File: src/rtl/unidade_controle_jogo.sv
// Memory-game control unit: Moore FSM sequencing the datapath (counters, move register, timeout).
// Latency: outputs decode the current state only; each transition takes one clock edge.
// No backpressure: espera_jogada holds until jogada_feita or timeout, final states hold until iniciar.
module unidade_controle_jogo (
  input  logic       clock,
  input  logic       reset,
  input  logic       iniciar,
  input  logic       jogada_feita,
  input  logic       jogada_correta,
  input  logic       enderecoIgualRodada,
  input  logic       fimCR,
  input  logic       timeout,
  output logic       zeraR,
  output logic       registraR,
  output logic       zeraCR,
  output logic       contaCR,
  output logic       zeraCE,
  output logic       contaCE,
  output logic       zeraT,
  output logic       contaT,
  output logic       pronto,
  output logic       acertou,
  output logic       errou,
  output logic       db_timeout,
  output logic [3:0] db_estado
);

  localparam logic [3:0] INICIAL        = 4'h0;
  localparam logic [3:0] PREPARACAO     = 4'h1;
  localparam logic [3:0] INICIO_RODADA  = 4'h2;
  localparam logic [3:0] ESPERA_JOGADA  = 4'h3;
  localparam logic [3:0] REGISTRA       = 4'h4;
  localparam logic [3:0] COMPARACAO     = 4'h5;
  localparam logic [3:0] PROXIMO        = 4'h6;
  localparam logic [3:0] PROXIMA_RODADA = 4'h7;
  localparam logic [3:0] FIM_ACERTOU    = 4'hC;
  localparam logic [3:0] FIM_ERROU      = 4'hD;
  localparam logic [3:0] FIM_TIMEOUT    = 4'hE;

  logic [3:0] state_q;
  logic [3:0] state_d;

  // State register with synchronous reset back to inicial
  always_ff @(posedge clock) begin
    if (reset) begin
      state_q <= INICIAL;
    end else begin
      state_q <= state_d;
    end
  end

  // Next-state logic; unused codes fall back to inicial
  always_comb begin
    state_d = state_q;
    case (state_q)
      INICIAL:        if (iniciar) state_d = PREPARACAO;
      PREPARACAO:     state_d = INICIO_RODADA;
      INICIO_RODADA:  state_d = ESPERA_JOGADA;
      ESPERA_JOGADA: begin
        // timeout has priority over a move arriving in the same cycle
        if (timeout)           state_d = FIM_TIMEOUT;
        else if (jogada_feita) state_d = REGISTRA;
      end
      REGISTRA:       state_d = COMPARACAO;
      COMPARACAO: begin
        // register loaded one edge ago, so jogada_correta is valid here
        if (!jogada_correta)          state_d = FIM_ERROU;
        else if (!enderecoIgualRodada) state_d = PROXIMO;
        else if (fimCR)               state_d = FIM_ACERTOU;
        else                          state_d = PROXIMA_RODADA;
      end
      PROXIMO:        state_d = ESPERA_JOGADA;
      PROXIMA_RODADA: state_d = INICIO_RODADA;
      FIM_ACERTOU, FIM_ERROU, FIM_TIMEOUT: begin
        if (iniciar) state_d = PREPARACAO;
      end
      default:        state_d = INICIAL;
    endcase
  end

  // Moore output decode; anything not named for a state stays 0
  always_comb begin
    zeraR      = 1'b0;
    registraR  = 1'b0;
    zeraCR     = 1'b0;
    contaCR    = 1'b0;
    zeraCE     = 1'b0;
    contaCE    = 1'b0;
    zeraT      = 1'b0;
    contaT     = 1'b0;
    pronto     = 1'b0;
    acertou    = 1'b0;
    errou      = 1'b0;
    db_timeout = 1'b0;
    case (state_q)
      PREPARACAO: begin
        zeraR  = 1'b1;
        zeraCR = 1'b1;
        zeraCE = 1'b1;
        zeraT  = 1'b1;
      end
      INICIO_RODADA: begin
        zeraCE = 1'b1;
        zeraT  = 1'b1;
      end
      ESPERA_JOGADA:  contaT = 1'b1;
      REGISTRA: begin
        registraR = 1'b1;
        zeraT     = 1'b1;
      end
      PROXIMO:        contaCE = 1'b1;
      PROXIMA_RODADA: contaCR = 1'b1;
      FIM_ACERTOU: begin
        pronto  = 1'b1;
        acertou = 1'b1;
      end
      FIM_ERROU: begin
        pronto = 1'b1;
        errou  = 1'b1;
      end
      FIM_TIMEOUT: begin
        pronto     = 1'b1;
        errou      = 1'b1;
        db_timeout = 1'b1;
      end
      default: ;
    endcase
  end

  // Debug view of the state code; unused codes are shown as-is for the one cycle they exist
  always_comb begin
    db_estado = state_q;
  end

endmodule

File: config.mk
export PLATFORM = sky130hd
export DESIGN_NAME = unidade_controle_jogo
export DESIGN_NICKNAME = d
export VERILOG_FILES = /design/src/rtl/unidade_controle_jogo.sv
export SDC_FILE = /design/constraint.sdc
export NUM_CORES = 1
export LEC_CHECK = 0
export ABC_AREA = 1
export CAP_MARGIN = 10
export CORE_AREA = 10 10 47 49
export DETAILED_ROUTE_END_ITERATION = 10
export DIE_AREA = 0 0 57 59
export PLACE_DENSITY = 0.66
export SETUP_SLACK_MARGIN = 0.5
export SLEW_MARGIN = 20
export SYNTH_ARGS = -nofsm -noshare
export SYNTH_HDL_FRONTEND = slang
export SYNTH_SLANG_ARGS = --single-unit
File: constraint.sdc
create_clock -name clock -period 1.29 [get_ports clock]
set_clock_uncertainty 0.05 [all_clocks]
set_input_delay 0.258 -clock clock [delete_from_list [all_inputs] [get_ports clock]]
set_output_delay 0.258 -clock clock [all_outputs]
set_load 0.02 [all_outputs]
==> impl_metrics.yaml <==
clocking:
  cts_sinks: 4
  root_buffer: "clkbuf_4"
  cts_tree: "done"
  clk_latency_ns: 0.23
  h-tree-depth: 1
  cts_buffer_depth: 2
  cts-hold-fix-buffers: 0
  path_clk_slew_ns: 0.03
  numCtsBuffers: 3
setup_path:
  cp-start-kind: "flop"
  r2r_cells: 9
  required_ns: 0.98
  worstSetupPathType: "flop to output pin"
  reg2reg_to: "db_estado[3]"
  r2r_slack_ns: -0.09
  critPathCaptureType: "output pin"
  crit_path_end: "zeraT"
  cp-startpoint: "db_estado[2]"
  critPathMaxFanout: 4
  arrival_ns: 1.18
  r2r_start: "db_estado[2]"
cells_and_area:
  fillers: 129
  design_area_sq_um: 921
  finalCoreUtilization_pct: 65.7
  syn_to_final_growth_pct: 138
  diodes: 0
  seqCellArea_sq_um: 95.1
  final_cells: 133
  largest_reg_flops: 4
  multi_input_area_sq_um: 348
  drive_gt1_share_pct: 63.2
  fin_nets: 127
logic_synthesis:
  synthesis.nets: 82
  syn_area_per_cell_sq_um: 5.22
  synth-seq-cells: 4
  ys_top_cells_by_area: "dfxtp_1 21%, nand2_1 18%, nor2_1 16%"
  yosysTopAreaCell: "dfxtp_1"
  synth_cell_types: 13
  synth-seq-area-share_pct: 20.7
  synthCells: 74
  synthDominantCellAreaShare_pct: 20.7
  synthesis.area_sq_um: 387
  ys_warn_count: 0
sta:
  fin_crit_sh_pct: 115
  relSlewSlack_pct: 84.6
  setup_tns_ns: -1.55
  setup_violations: 16
  setup_ws_ns: -0.199
  max_slew.worst_pin.slew_ns: 0.229
  rsz0062_at_grt: "yes"
  fmax_mhz: 672
  fin_crit_ns: 1.49
  finalHoldViolCount: 0
  final_max_slew_viol_count: 0
detailed_routing:
  vias_per_cell: 4.43
  dr_total_vias: 589
  dr.pass1.iters: 4
  wire_per_inst_microns: 11.8
  drt-total-wl_microns: 1570
  antenna_left: 0
  drtIter0Drc: 8
  drc: 0
placement:
  dp_cells: 124
  io_buffers: 23
  place_congestion: 0.823
  hpwlAfterDp_microns: 1220
  placed_area_sq_um: 798
global_route:
  grt_pass1_wl_microns: 2460
  grtUsageTotal_pct: 8.93
  grt-ovfl-total: 0
  grt_pass1_vias: 562
  antenna_found_initial: 0
  grt_max_degree: 7
flow_run:
  drv_cap: 0
floorplanning:
  die_w_microns: 57
  initial_core_util_pct: 27.6
  die_area_sq_mm: 0.00336
  core_sq_mm: 0.00140
  num_rows: 14
  ios: 24
  fp.dieH_microns: 59
status:
  status: "complete, but fails checks"
  violations: "setup timing"
power:
  power_leakage_nw: 0.448
  ir_drop_mv: 0.963
  power_density_mw_per_mm2: 1970
worst_hold_path:
  hp-class: "primary input to flop"
-- through the flow --
stage | worst slack (ns) | total power, mW | hold slack, ns
finish | -0.199 | 1.82 | 0.601
floorplan | 0.0571 | 0.986 | 0.267
CTS | -0.217 | 1.72 | 0.592
detailed placement | -0.383 | 1.48 | 0.586
global route | -0.241 | 1.97 | 0.609
global placement | -0.359 | 1.46 | 0.581
-- placed cells by master, fill, tap and decap left out --
| cell | netlist | final |
|---|---|---|
| nand2_2 | 6 | 8 |
| nand2_4 | 0 | 4 |
| buf_6 | 0 | 14 |
| o21ai_0 | 2 | 1 |
| nand3_1 | 1 | 1 |
| buf_4 | 1 | 19 |
| or2_4 | 0 | 1 |
| a21oi_2 | 0 | 2 |
| a21oi_1 | 6 | 3 |
| a21boi_0 | 1 | 1 |
| nor2_4 | 1 | 7 |
| inv_1 | 14 | 9 |
| buf_2 | 0 | 1 |
| nor2_1 | 16 | 7 |
| a21oi_4 | 0 | 1 |
| clkbuf_4 | 0 | 3 |
| nor2_2 | 0 | 3 |
| dfxtp_4 | 0 | 4 |
| inv_2 | 2 | 7 |
| o21ai_1 | 0 | 1 |
| clkdlybuf4s50_1 | 0 | 7 |
| nand2_1 | 19 | 13 |
-- worst min-delay path by stage --
stage	from	end	slack (ns)	cells past startpoint
after floorplan	reset	db_estado[0]	0.27	1
after global placement	db_estado[2]	db_estado[2]	0.58	3
after detailed placement	db_estado[2]	db_estado[2]	0.59	3
after CTS	db_estado[2]	db_estado[3]	0.59	3
after global routing	reset	db_estado[3]	0.61	2
final	reset	db_estado[3]	0.60	2
-- metal layers --
layer	up-vias	track usage, %	part of all wire, %
li1	308	-	-
met1	262	9.33	40
met2	15	15.2	51
met3	4	3.86	7.1
met4	0	4.03	0.95
met5	-	0	0
-- logic make-up (layout without fill, tap and decap cells) --
group / after synthesis / after routing / synth area share (%)
AO/OA/AOI/OAI: 9 / 9 / 12.3
AND/OR/NAND/NOR: 44 / 44 / 49.5
flip-flops: 4 / 4 / 20.7
buffers and inverters: 17 / 60 / 17.5
-- synth_stat cells (all sizes together) --
cell / instances
a21boi: 1
a21oi: 6
buf: 1
dfxtp: 4
inv: 16
nand2: 25
nand3: 1
nor2: 17
o21ai: 2
or2: 1
-- area by class of cell --
| cell class | instances | share of cell area, % |
|---|---|---|
| clock buffer | 3 | 2.45 |
| inverter | 16 | 6.52 |
| multi-input combinational | 53 | 37.8 |
| sequential | 4 | 10.3 |
| tap | 16 | 2.17 |
| timing repair buffer | 41 | 40.8 |
-- report_power, final --
part	internal [mW]	total, mW	switching [mW]	leakage, nW
clock	0.104	0.151	0.0469	0.0138
sequential	0.183	0.275	0.0918	0.0356
combinational	0.679	1.39	0.714	0.399
-- critical path: stages (launching register included) --
cell	delay, ns
dfxtp_4	0.37
inv_1	0.08
nand2_4	0.11
a21oi_4	0.04
or2_4	0.22
buf_6	0.13
-- repair_timing --
item	CTS	global route
gates resized for setup	98	8
pin swaps	6	2
buffers inserted	2	4
endpoints found under the setup margin	20	20
No activity file was read; power rests on OpenSTA's default activity.
